### config.mk
export PLATFORM = sky130hd
export DESIGN_NAME = multi_wave_generator
export DESIGN_NICKNAME = d
export VERILOG_FILES = /design/src/rtl/multi_wave_generator.sv
export SDC_FILE = /design/constraint.sdc
export NUM_CORES = 1
export LEC_CHECK = 0
export ABC_AREA = 0
export ABC_CLOCK_PERIOD_IN_PS = 3090
export BUFFER_PORTS_ARGS = -buffer_cell sky130_fd_sc_hd__buf_2
export CAP_MARGIN = 25
export CORE_ASPECT_RATIO = 1.25
export CORE_MARGIN = 5
export CORE_UTILIZATION = 50
export CTS_BUF_LIST = sky130_fd_sc_hd__clkbuf_16
export CTS_CLUSTER_SIZE = 16
export DETAILED_ROUTE_END_ITERATION = 12
export PLACE_DENSITY = 0.69
export REMOVE_ABC_BUFFERS = 1
export SYNTH_ARGS = -nofsm -noshare
export SYNTH_HDL_FRONTEND = slang
export SYNTH_SLANG_ARGS = --single-unit
### constraint.sdc
create_clock -name clk -period 3.09 [get_ports clk]
set_input_delay 0.927 -clock clk [delete_from_list [all_inputs] [get_ports clk]]
set_output_delay 0.927 -clock clk [all_outputs]
set_load 0.02 [all_outputs]
### src/rtl/multi_wave_generator.sv
// Phase-accumulator waveform generator: sawtooth, triangle, square and LFSR noise.
// Control inputs are shadowed and only take effect at a period boundary.
module multi_wave_generator #(
  parameter int OUT_W = 12,
  parameter int ACC_W = 24
) (
  input  logic             clk,
  input  logic             rst_n,
  input  logic             en,
  input  logic [1:0]       mode,
  input  logic [ACC_W-1:0] ftw,
  input  logic [OUT_W-1:0] duty,
  output logic [OUT_W-1:0] wave,
  output logic             wrap
);

  logic [ACC_W-1:0] r_acc;
  logic [1:0]       r_mode_a;
  logic [ACC_W-1:0] r_ftw_a;
  logic [OUT_W-1:0] r_duty_a;
  logic [15:0]      r_lfsr;

  logic [ACC_W:0]   w_sum;
  logic             w_carry;
  logic [OUT_W-1:0] w_phase;
  logic [OUT_W-1:0] w_tri_base;
  logic [OUT_W-1:0] w_sample;
  logic             w_lfsr_fb;
  logic             w_load;

  assign w_sum      = {1'b0, r_acc} + {1'b0, r_ftw_a};
  assign w_carry    = w_sum[ACC_W];
  assign w_phase    = r_acc[ACC_W-1 -: OUT_W];
  assign w_tri_base = {w_phase[OUT_W-2:0], 1'b0};
  assign w_lfsr_fb  = r_lfsr[0] ^ r_lfsr[2] ^ r_lfsr[3] ^ r_lfsr[5];
  // A zero tuning word reloads every cycle so the block can never stall.
  assign w_load     = !en || (r_ftw_a == '0) || w_carry;

  always_comb begin
    w_sample = '0;
    case (r_mode_a)
      2'd0: w_sample = w_phase;
      2'd1: w_sample = w_phase[OUT_W-1] ? ~w_tri_base : w_tri_base;
      2'd2: w_sample = (w_phase < r_duty_a) ? '1 : '0;
      2'd3: w_sample = r_lfsr[15 -: OUT_W];
      default: w_sample = '0;
    endcase
  end

  always_ff @(posedge clk or negedge rst_n) begin
    if (!rst_n) begin
      r_acc    <= '0;
      r_mode_a <= '0;
      r_ftw_a  <= '0;
      r_duty_a <= '0;
      r_lfsr   <= 16'hACE1;
      wave     <= '0;
      wrap     <= 1'b0;
    end else begin
      if (w_load) begin
        r_mode_a <= mode;
        r_ftw_a  <= ftw;
        r_duty_a <= duty;
      end
      if (en) begin
        r_acc <= w_sum[ACC_W-1:0];
        wave  <= w_sample;
        wrap  <= w_carry;
        if (w_carry) r_lfsr <= {w_lfsr_fb, r_lfsr[15:1]};
      end else begin
        wrap <= 1'b0;
      end
    end
  end

endmodule
==> run_summary.xml, run 1 <==
<?xml version="1.0" encoding="UTF-8"?>
<metrics>
  <group name="global_routing">
    <metric name="number_of_antenna_violations_at_the_first_check_in_global_routing" unit="">0</metric>
    <metric name="grt_overflow" unit="">0</metric>
    <metric name="grt_pass1_vias" unit="">4274</metric>
    <metric name="grt_start_max_net_pins" unit="">68</metric>
    <metric name="grt_first_pass_wirelength" unit="um">20670</metric>
    <metric name="grtUsageTotal" unit="%">20.32</metric>
  </group>
  <group name="finish">
    <metric name="antenna_cells_inserted" unit="">0</metric>
    <metric name="area_of_the_multi_input_gates" unit="mm^2">0.002968</metric>
    <metric name="most_used_cells_in_the_layout_excluding_fill_and_tap_cells" unit="">sky130_fd_sc_hd__dfrtp_1, sky130_fd_sc_hd__buf_2, sky130_fd_sc_hd__mux2_2</metric>
    <metric name="layout_cell_share_with_drive_strength_beyond_1" unit="%">29.86</metric>
    <metric name="layout-area-overhead-vs-synth" unit="%">14.50</metric>
    <metric name="layout.area.seq" unit="mm^2">0.002287</metric>
    <metric name="fill_cells" unit="">945</metric>
    <metric name="layout.cells.most_common" unit="">sky130_fd_sc_hd__dfrtp_1</metric>
    <metric name="nets" unit="">638</metric>
  </group>
  <group name="floorplan">
    <metric name="core_area" unit="mm^2">0.01062</metric>
    <metric name="fp.dieH" unit="um">126.3</metric>
    <metric name="initial_utilization" unit="%">50.98</metric>
    <metric name="placement_rows" unit="">42</metric>
    <metric name="io_pins" unit="">54</metric>
    <metric name="design.die.area" unit="mm^2">0.01302</metric>
    <metric name="dieWidth" unit="um">103.1</metric>
  </group>
  <group name="yosys">
    <metric name="seq_area_frac_synth" unit="%">42.27</metric>
    <metric name="cell_type_with_the_highest_aggregate_area_in_the_netlist" unit="">sky130_fd_sc_hd__dfrtp_1</metric>
    <metric name="mux_cell_area_share_after_synthesis" unit="%">15.93</metric>
    <metric name="yosys.area_share.adder" unit="%">8.462</metric>
    <metric name="synth.yosys.warnings" unit="">0</metric>
    <metric name="number_of_synthesized_flops_with_an_enable_pin" unit="">0</metric>
    <metric name="synthArstFlopShare" unit="%">100.0</metric>
    <metric name="synth_xor_xnor_area_share" unit="%">4.855</metric>
    <metric name="synth_top_family_by_area" unit="">compound AO/OA/AOI/OAI gates</metric>
    <metric name="ys_ff_latch" unit="">91</metric>
    <metric name="yosys_cell_types" unit="">54</metric>
    <metric name="synth_top_flop_cell" unit="">sky130_fd_sc_hd__dfrtp_1</metric>
    <metric name="synth_area_leaders" unit="">sky130_fd_sc_hd__dfrtp_1, sky130_fd_sc_hd__mux2_2, sky130_fd_sc_hd__ha_1</metric>
    <metric name="complex_gate_fraction_of_the_synthesized_area" unit="%">16.58</metric>
    <metric name="synthesis.area" unit="mm^2">0.005411</metric>
    <metric name="synthesized_instance_count" unit="">503</metric>
    <metric name="synth_simple_gate_area_share" unit="%">8.809</metric>
    <metric name="synthDominantCellAreaShare" unit="%">38.38</metric>
    <metric name="synth.avg_cell_area" unit="um^2">10.76</metric>
  </group>
  <group name="drt">
    <metric name="drt_first_iter_violations" unit="">206</metric>
    <metric name="routed_wire_length_per_instance" unit="um">18.18</metric>
    <metric name="drt-vias-per-instance" unit="">5.890</metric>
    <metric name="vias" unit="">4111</metric>
    <metric name="route.antenna.remaining_nets" unit="">0</metric>
    <metric name="drt_first_pass_iters" unit="">7</metric>
    <metric name="routed_wl" unit="um">12690</metric>
    <metric name="detail_route.drc_violations" unit="">0</metric>
  </group>
  <group name="clock_tree">
    <metric name="cts_resized" unit="">0</metric>
    <metric name="post-cts-setup-buffers" unit="">0</metric>
    <metric name="cts.sinks" unit="">91</metric>
    <metric name="cts_htree_levels" unit="">3</metric>
    <metric name="number_of_buffers_created_by_cts" unit="">9</metric>
    <metric name="cts.clk_slew.worst_paths" unit="ps">60</metric>
    <metric name="cts_hold_buffers" unit="">0</metric>
    <metric name="cts_root_buf" unit="">sky130_fd_sc_hd__clkbuf_16</metric>
    <metric name="clock_insertion_delay_worst_skew" unit="ps">340</metric>
    <metric name="cts_buffer_depth" unit="">2</metric>
    <metric name="cts_tree" unit="">done</metric>
  </group>
  <group name="timing">
    <metric name="post_route_clock_skew" unit="ps">7.116</metric>
    <metric name="final-setup-viol-count" unit="">0</metric>
    <metric name="whs" unit="ps">491.5</metric>
    <metric name="timing_worst_slew_pin_value" unit="ps">839.5</metric>
    <metric name="report.final.hold_viol_count" unit="">0</metric>
    <metric name="timing.setup.tns" unit="ps">0</metric>
    <metric name="grt_setup_unrepaired" unit="">no</metric>
    <metric name="fin_crit_sh" unit="%">94.40</metric>
    <metric name="max_freq" unit="MHz">342.8</metric>
    <metric name="maxSlewHeadroom" unit="%">44.03</metric>
    <metric name="final-max-slew-violation-count" unit="">0</metric>
    <metric name="final.min_clock_period" unit="ps">2917</metric>
  </group>
  <group name="min_path">
    <metric name="min_path_type" unit="">register to register</metric>
    <metric name="worst_hold_start" unit="">wave[6]</metric>
  </group>
  <group name="critical_path">
    <metric name="critPathLaunchType" unit="">register</metric>
    <metric name="worst_r2r_startpoint" unit="">r_ftw_a[0]</metric>
    <metric name="cp_data_arrival_time" unit="ps">3140</metric>
    <metric name="worstSetupPathType" unit="">register to register</metric>
    <metric name="worst_setup_path_startpoint" unit="">r_ftw_a[0]</metric>
    <metric name="end_kind" unit="">register</metric>
    <metric name="crit_path_max_fanout" unit="">19</metric>
    <metric name="timing.critical_path.required" unit="ps">3320</metric>
  </group>
  <group name="job">
    <metric name="cap_violations" unit="">0</metric>
  </group>
  <group name="place">
    <metric name="port_buffers" unit="">53</metric>
    <metric name="post-dp-hpwl" unit="um">9410</metric>
    <metric name="gp_routability_congestion" unit="">0.8638</metric>
  </group>
  <group name="status">
    <metric name="status" unit="">finished, final reports clean</metric>
  </group>
</metrics>
-- registers in the layout, summed over array words and instances (netlist names) --
signal,count
r_acc,24
r_ftw_a,24
r_lfsr,16
r_duty_a,12
wave,12
r_mode_a,2
wrap,1
-- cell families (layout without fill, tap and decap cells) --
family | after synthesis | in the layout
compound gates | 136 | 136
simple gates | 102 | 103
flops | 91 | 91
mux | 70 | 70
buf+inv | 38 | 100
fa+ha+maj | 36 | 36
xor+xnor | 30 | 30
-- stage by stage --
stage	instance area (um^2)	util, %	cells	setup WS (ps)
global placement	5849	55.10	681	115.3
detailed placement	5849	55.10	681	38.69
finish	6196	58.37	698	173.0
global route	6196	58.37	698	48.56
CTS	6185	58.26	697	31.43
floorplan	5304	-	481	315.2
-- synthesized netlist by cell type (all sizes together), types with 2 or more instances --
cell type / n
o21ai: 40
a21oi: 39
o21bai: 3
o31ai: 2
a221oi: 2
nor3: 4
a211oi: 3
dfrtp: 83
xor2: 9
mux2: 69
dfstp: 8
nor2: 20
a31oi: 2
xnor2: 21
buf: 8
o211ai: 6
nand4: 7
o21a: 3
clkbuf: 14
o22a: 10
o221a: 2
or3: 2
or4: 4
nand2: 46
inv: 16
a21o: 8
nor3b: 2
nand3: 5
nor4: 6
nand2b: 3
o2111ai: 3
ha: 35
o311ai: 5
o22ai: 2
-- layer usage --
layer	up-vias	share of wire, %	global-route usage (%)
met5	-	0	0
li1	1973	-	-
met3	21	3.7	2.526
met2	91	54	35.63
met1	2026	40	24.32
met4	0	2.5	9.375
-- worst paths after layout --
check | end | slack (ps) | depth (start not counted)
min in group asynchronous | r_lfsr[1] | 700 | 1
worst max-delay path | r_duty_a[10] | 170 | 8
worst min-delay path | wave[6] | 490 | 1
worst max register to register | r_duty_a[10] | 170 | 8
worst min register to register | wave[6] | 490 | 1
max in group asynchronous | r_duty_a[10] | 1660 | 2
-- worst max-delay path, stage by stage, from the launching register on --
cell and delay [ps]:
sky130_fd_sc_hd__dfrtp_1 400, sky130_fd_sc_hd__ha_1 230, sky130_fd_sc_hd__fa_1 440, sky130_fd_sc_hd__a211oi_2 320, sky130_fd_sc_hd__o211ai_2 160, sky130_fd_sc_hd__a31oi_4 230
sky130_fd_sc_hd__a21oi_2 120, sky130_fd_sc_hd__or3_4 530, sky130_fd_sc_hd__mux2_4 360
-- area by class of cell --
| cell class | count | area share (%) |
|---|---|---|
| clock inverters | 7 | 1.777 |
| well taps | 132 | 2.666 |
| flip-flops and latches | 91 | 36.91 |
| inverters | 16 | 0.9693 |
| multi-input cells | 375 | 47.90 |
| clock buffers | 9 | 3.635 |
| repair buffers | 68 | 6.139 |
Power of run 1 is not shown: default switching activity piles up to over one toggle a cycle in this logic, so the estimate is an artifact.
==> run 2, diff against run 1 <==
ABC_CLOCK_PERIOD_IN_PS = 3000   (was 3090)
REMOVE_ABC_BUFFERS = default   (was 1)
clock period = 3 ns   (was 3.09 ns; I/O delays follow)
==> run_summary.xml, run 2 (synthesized netlist as in run 1, its figures left out) <==
<?xml version="1.0" encoding="UTF-8"?>
<metrics>
  <group name="finish">
    <metric name="layout-area-overhead-vs-synth" unit="%">14.73</metric>
    <metric name="finalNonFillerCells" unit="">698</metric>
    <metric name="layout.cells.most_common" unit="">sky130_fd_sc_hd__dfrtp_1</metric>
    <metric name="largestRegisters" unit="">r_acc: 24 flops, r_ftw_a: 24 flops, r_lfsr: 16 flops</metric>
    <metric name="fill_cells" unit="">903</metric>
    <metric name="most_used_cells_in_the_layout_excluding_fill_and_tap_cells" unit="">sky130_fd_sc_hd__dfrtp_1, sky130_fd_sc_hd__buf_2, sky130_fd_sc_hd__mux2_2</metric>
    <metric name="nets" unit="">638</metric>
    <metric name="layout_cell_share_with_drive_strength_beyond_1" unit="%">29.86</metric>
    <metric name="antenna_cells_inserted" unit="">0</metric>
  </group>
  <group name="min_path">
    <metric name="min_path_type" unit="">input port to asynchronous set/reset pin</metric>
  </group>
  <group name="clock_tree">
    <metric name="cts.sinks" unit="">91</metric>
    <metric name="cts.clk_slew.worst_paths" unit="ps">60</metric>
    <metric name="cts_htree_levels" unit="">3</metric>
    <metric name="cts_buffer_depth" unit="">2</metric>
    <metric name="cts_tree" unit="">done</metric>
    <metric name="clock_insertion_delay_worst_skew" unit="ps">340</metric>
    <metric name="number_of_buffers_created_by_cts" unit="">9</metric>
    <metric name="cts_root_buf" unit="">sky130_fd_sc_hd__clkbuf_16</metric>
  </group>
  <group name="drt">
    <metric name="drt_first_iter_violations" unit="">191</metric>
    <metric name="vias" unit="">4055</metric>
    <metric name="routed_wl" unit="um">12620</metric>
    <metric name="route.antenna.remaining_nets" unit="">0</metric>
    <metric name="drt-vias-per-instance" unit="">5.809</metric>
    <metric name="drt_first_pass_iters" unit="">4</metric>
    <metric name="detail_route.drc_violations" unit="">0</metric>
    <metric name="routed_wire_length_per_instance" unit="um">18.08</metric>
  </group>
  <group name="status">
    <metric name="status" unit="">finished, final reports clean</metric>
  </group>
  <group name="floorplan">
    <metric name="io_pins" unit="">54</metric>
    <metric name="dieWidth" unit="um">103.1</metric>
    <metric name="core_area" unit="mm^2">0.01062</metric>
    <metric name="fp.dieH" unit="um">126.3</metric>
    <metric name="placement_rows" unit="">42</metric>
    <metric name="design.die.area" unit="mm^2">0.01302</metric>
    <metric name="initial_utilization" unit="%">50.98</metric>
  </group>
  <group name="critical_path">
    <metric name="crit_path_max_fanout" unit="">26</metric>
    <metric name="end_kind" unit="">register</metric>
    <metric name="worstRegToRegCells" unit="">9</metric>
    <metric name="worstSetupPathType" unit="">register to register</metric>
    <metric name="critPathLaunchType" unit="">register</metric>
    <metric name="cp_data_arrival_time" unit="ps">3100</metric>
    <metric name="timing.critical_path.required" unit="ps">3220</metric>
  </group>
  <group name="global_routing">
    <metric name="grt_pass1_vias" unit="">4316</metric>
    <metric name="grt_first_pass_wirelength" unit="um">21310</metric>
    <metric name="grtUsageTotal" unit="%">20.74</metric>
    <metric name="grt_overflow" unit="">0</metric>
    <metric name="number_of_antenna_violations_at_the_first_check_in_global_routing" unit="">0</metric>
    <metric name="grt_start_max_net_pins" unit="">71</metric>
  </group>
  <group name="timing">
    <metric name="timing.setup.tns" unit="ps">0</metric>
    <metric name="final-setup-viol-count" unit="">0</metric>
    <metric name="grt_setup_unrepaired" unit="">no</metric>
    <metric name="fin_crit_sh" unit="%">95.87</metric>
    <metric name="post_route_clock_skew" unit="ps">8.152</metric>
    <metric name="final-max-slew-violation-count" unit="">0</metric>
    <metric name="report.final.hold_viol_count" unit="">0</metric>
    <metric name="max_freq" unit="MHz">347.7</metric>
    <metric name="maxSlewHeadroom" unit="%">53.69</metric>
    <metric name="whs" unit="ps">443.2</metric>
    <metric name="timing_worst_slew_pin_value" unit="ps">694.7</metric>
    <metric name="final.min_clock_period" unit="ps">2876</metric>
    <metric name="finalWorstSetupSlack" unit="ps">123.9</metric>
  </group>
  <group name="place">
    <metric name="gp_routability_congestion" unit="">0.8897</metric>
    <metric name="post-dp-hpwl" unit="um">9734</metric>
    <metric name="post-place-ws" unit="ps">135.5</metric>
    <metric name="port_buffers" unit="">53</metric>
    <metric name="numPlacedInstances" unit="">680</metric>
  </group>
  <group name="job">
    <metric name="cap_violations" unit="">0</metric>
  </group>
  <group name="yosys">
    <metric name="mappedNetlistNets" unit="">580</metric>
  </group>
</metrics>
[run 2: stage by stage]
stage	util (%)	instance area (um^2)
2_1_floorplan	-	5411
3_3_place_gp	55.39	5879
3_5_place_dp	55.39	5879
4_1_cts	58.32	6191
5_1_grt	58.49	6208
6_report	58.49	6208
[run 2: timing repair]
action / 4_1_cts / 5_1_grt
setup endpoints to repair: 0 / 18
resized for setup: 0 / 1
hold buffers: 0 / 0
buffers inserted: 0 / 2
[run 2: layout make-up]
| type | instances | area [um^2] | share of cell area [%] |
|---|---|---|---|
| Timing Repair Buffer | 69 | 425.4 | 6.852 |
| Sequential cell | 91 | 2287 | 36.84 |
| Inverter | 16 | 60.06 | 0.9674 |
| Clock buffer | 9 | 225.2 | 3.628 |
| Multi-Input combinational cell | 374 | 2959 | 47.66 |
| Tap cell | 132 | 165.2 | 2.660 |
| Clock inverter | 7 | 86.33 | 1.391 |
[run 2: critical path, cell delays in order (launching register included)]
cell and delay (ps):
sky130_fd_sc_hd__dfrtp_1 400, sky130_fd_sc_hd__ha_1 230, sky130_fd_sc_hd__fa_2 390, sky130_fd_sc_hd__a211oi_2 330
sky130_fd_sc_hd__o211ai_2 150, sky130_fd_sc_hd__a31oi_4 240, sky130_fd_sc_hd__a21oi_2 100, sky130_fd_sc_hd__or3_4 420
sky130_fd_sc_hd__buf_12 190, sky130_fd_sc_hd__mux2_4 310
[run 2: worst paths after layout]
path / to / from / slack [ps]
setup / recovery: r_ftw_a[13] / r_ftw_a[0] / 120
hold / removal: r_lfsr[3] / rst_n / 440
setup reg to reg: r_ftw_a[13] / r_ftw_a[0] / 120
hold reg to reg: wave[4] / wave[4] / 490
max in group asynchronous: r_lfsr[15] / rst_n / 1880
min in group clk: wave[4] / wave[4] / 490
[run 2: routing by layer]
metal  GRT usage (%)  part of all wire (%)  up-vias
met2           36.31                    53       69
met4           7.851                   2.1        0
met5               0                     0        -
li1                -                     -     1956
met3           3.405                   3.1       21
met1           25.14                    42     2009
Power of run 2 is left out for the same reason.
==> run 3, diff against run 2 <==
ABC_CLOCK_PERIOD_IN_PS = 2600   (was 3000)
PLACE_DENSITY = 0.72   (was 0.69)
clock period = 2.6 ns   (was 3 ns; I/O delays follow)
==> run_summary.xml, run 3 (synthesized netlist as in run 1, its figures left out) <==
<?xml version="1.0" encoding="UTF-8"?>
<metrics>
  <group name="status">
    <metric name="status" unit="">finished with violations</metric>
    <metric name="failed_checks" unit="">negative setup slack</metric>
  </group>
  <group name="timing">
    <metric name="final.min_clock_period" unit="ps">2632</metric>
    <metric name="timing_worst_slew_pin_value" unit="ps">685.0</metric>
    <metric name="fin_crit_sh" unit="%">101.2</metric>
    <metric name="post_route_clock_skew" unit="ps">6.507</metric>
    <metric name="final-max-slew-violation-count" unit="">0</metric>
    <metric name="finalWorstSetupSlack" unit="ps">-32.41</metric>
    <metric name="max_freq" unit="MHz">379.9</metric>
    <metric name="grt_setup_unrepaired" unit="">yes</metric>
    <metric name="maxSlewHeadroom" unit="%">54.33</metric>
    <metric name="report.final.hold_viol_count" unit="">0</metric>
    <metric name="final-setup-viol-count" unit="">30</metric>
  </group>
  <group name="place">
    <metric name="numPlacedInstances" unit="">702</metric>
    <metric name="post-dp-hpwl" unit="um">9866</metric>
    <metric name="port_buffers" unit="">53</metric>
    <metric name="gp_routability_congestion" unit="">0.9132</metric>
    <metric name="post-place-ws" unit="ps">-178.4</metric>
    <metric name="placement.cell_area" unit="mm^2">0.006060</metric>
  </group>
  <group name="yosys">
    <metric name="mappedNetlistNets" unit="">580</metric>
  </group>
  <group name="critical_path">
    <metric name="ff2ff_setup_slack" unit="ps">-30</metric>
    <metric name="crit_chain" unit="">ha_4 -&gt; fa_2 -&gt; a211oi_4 -&gt; o211ai_2 -&gt; a31oi_4 -&gt; a21oi_2 -&gt; or3_4 -&gt; buf_12 -&gt; mux2_4</metric>
    <metric name="worstRegToRegCells" unit="">9</metric>
    <metric name="worst_r2r_startpoint" unit="">r_ftw_a[0]</metric>
    <metric name="cp-endpoint" unit="">r_ftw_a[11]</metric>
    <metric name="worst_setup_path_startpoint" unit="">r_ftw_a[0]</metric>
    <metric name="max_stage_delay" unit="ps">410</metric>
    <metric name="rr_endpoint" unit="">r_ftw_a[11]</metric>
    <metric name="critPathLaunchType" unit="">register</metric>
    <metric name="crit_path_max_fanout" unit="">12</metric>
    <metric name="worstSetupPathType" unit="">register to register</metric>
    <metric name="cp_data_arrival_time" unit="ps">2860</metric>
    <metric name="timing.critical_path.required" unit="ps">2830</metric>
    <metric name="end_kind" unit="">register</metric>
    <metric name="worst_path_max_delay_cell" unit="">sky130_fd_sc_hd__dfrtp_1</metric>
  </group>
  <group name="global_routing">
    <metric name="grt_start_max_net_pins" unit="">39</metric>
    <metric name="number_of_antenna_violations_at_the_first_check_in_global_routing" unit="">0</metric>
    <metric name="grt_overflow" unit="">0</metric>
    <metric name="grtUsageTotal" unit="%">21.06</metric>
    <metric name="grt_pass1_vias" unit="">4498</metric>
    <metric name="grt_first_pass_wirelength" unit="um">21580</metric>
  </group>
  <group name="finish">
    <metric name="area_of_the_multi_input_gates" unit="mm^2">0.002983</metric>
    <metric name="layout_cell_share_with_drive_strength_beyond_1" unit="%">33.56</metric>
    <metric name="layout.cells.most_common" unit="">sky130_fd_sc_hd__dfrtp_1</metric>
    <metric name="layout.area.seq" unit="mm^2">0.002287</metric>
    <metric name="largestRegisters" unit="">r_acc: 24 flops, r_ftw_a: 24 flops, r_lfsr: 16 flops</metric>
    <metric name="most_used_cells_in_the_layout_excluding_fill_and_tap_cells" unit="">sky130_fd_sc_hd__dfrtp_1, sky130_fd_sc_hd__buf_2, sky130_fd_sc_hd__mux2_2</metric>
    <metric name="finalNonFillerCells" unit="">722</metric>
    <metric name="antenna_cells_inserted" unit="">0</metric>
    <metric name="layout.core_utilization" unit="%">60.69</metric>
    <metric name="fill_cells" unit="">895</metric>
    <metric name="design_area" unit="mm^2">0.006442</metric>
    <metric name="nets" unit="">662</metric>
    <metric name="layout-area-overhead-vs-synth" unit="%">19.05</metric>
  </group>
  <group name="drt">
    <metric name="routed_wl" unit="um">12680</metric>
    <metric name="drt-met1-wl" unit="um">5423</metric>
    <metric name="topRoutingLayerUsed" unit="">met4</metric>
    <metric name="route.antenna.remaining_nets" unit="">0</metric>
    <metric name="drt_first_iter_violations" unit="">112</metric>
    <metric name="met3_length" unit="um">467</metric>
    <metric name="vias" unit="">4194</metric>
    <metric name="drt_first_pass_iters" unit="">5</metric>
    <metric name="met2RoutedLength" unit="um">6481</metric>
    <metric name="routed_wire_length_per_instance" unit="um">17.56</metric>
    <metric name="detail_route.drc_violations" unit="">0</metric>
    <metric name="drt-vias-per-instance" unit="">5.809</metric>
  </group>
  <group name="clock_tree">
    <metric name="cts_root_buf" unit="">sky130_fd_sc_hd__clkbuf_16</metric>
    <metric name="number_of_buffers_created_by_cts" unit="">9</metric>
    <metric name="cts_hold_buffers" unit="">0</metric>
    <metric name="clock_insertion_delay_worst_skew" unit="ps">350</metric>
    <metric name="cts.sinks" unit="">91</metric>
    <metric name="cts.clk_slew.worst_paths" unit="ps">60</metric>
    <metric name="cts_buffer_depth" unit="">2</metric>
    <metric name="cts_htree_levels" unit="">3</metric>
    <metric name="cts_tree" unit="">done</metric>
  </group>
  <group name="floorplan">
    <metric name="io_pins" unit="">54</metric>
    <metric name="design.die.area" unit="mm^2">0.01302</metric>
    <metric name="dieWidth" unit="um">103.1</metric>
    <metric name="placement_rows" unit="">42</metric>
    <metric name="core_area" unit="mm^2">0.01062</metric>
    <metric name="fp.dieH" unit="um">126.3</metric>
    <metric name="initial_utilization" unit="%">50.98</metric>
  </group>
  <group name="job">
    <metric name="cap_violations" unit="">0</metric>
  </group>
  <group name="min_path">
    <metric name="min_path_type" unit="">input port to asynchronous set/reset pin</metric>
  </group>
</metrics>
run 3: cell types whose count changed in the layout (fill, tap and decap cells not counted), moves of 2 or more:
cell and delta:
sky130_fd_sc_hd__o21ai_0 -2, sky130_fd_sc_hd__o21ai_1 +2, sky130_fd_sc_hd__buf_4 +22, sky130_fd_sc_hd__inv_1 -2, sky130_fd_sc_hd__clkinv_2 +2
run 3: worst min path at each step:
stage          cells after the start  slack (ps)         to    start
6_report                           1         400       wrap    rst_n
2_1_floorplan                      0         480   r_acc[0]    rst_n
5_1_grt                            1         420  r_lfsr[2]    rst_n
3_3_place_gp                       1         480    wave[1]  wave[1]
4_1_cts                            1         410       wrap    rst_n
3_5_place_dp                       1         490    wave[4]  wave[4]
run 3: critical path, delay by kind of cell (launching register included):
family,cells,cell delay (ps)
AO/OA/AOI/OAI,4,660
adder cells (fa/ha/maj),2,560
buffers and inverters,1,180
flip-flops,1,410
multiplexers,1,300
AND/OR/NAND/NOR,1,400
run 3: final cells by class:
cell class | instances | area share, %
clock inverters | 7 | 1.437
well taps | 132 | 2.564
inverters | 16 | 0.9322
clock buffers | 9 | 3.496
flip-flops and latches | 91 | 35.50
multi-input cells | 374 | 46.30
repair buffers | 93 | 9.769
run 3: timing repair:
action | 4_1_cts | 5_1_grt
gates cloned | 1 | 0
setup endpoints to repair | 54 | 55
buffers inserted | 3 | 0
resized for setup | 3 | 4
pin swaps | 5 | 1
run 3: metal layers:
metal  global-route usage [%]  vias up
li1                         -     2013
met1                    26.38     2065
met2                    35.47       93
met3                    3.954       23
met4                    8.232        0
met5                        0        -
run 3: per-stage QoR:
step / hold WS [ps] / TNS [ps]
finish: 397.1 / -554.3
global route: 420.8 / -2920
CTS: 410.3 / -2401
detailed placement: 486.6 / -7646
global placement: 477.1 / -5125
floorplan: 475.4 / -5126
Power of run 3 is left out for the same reason.
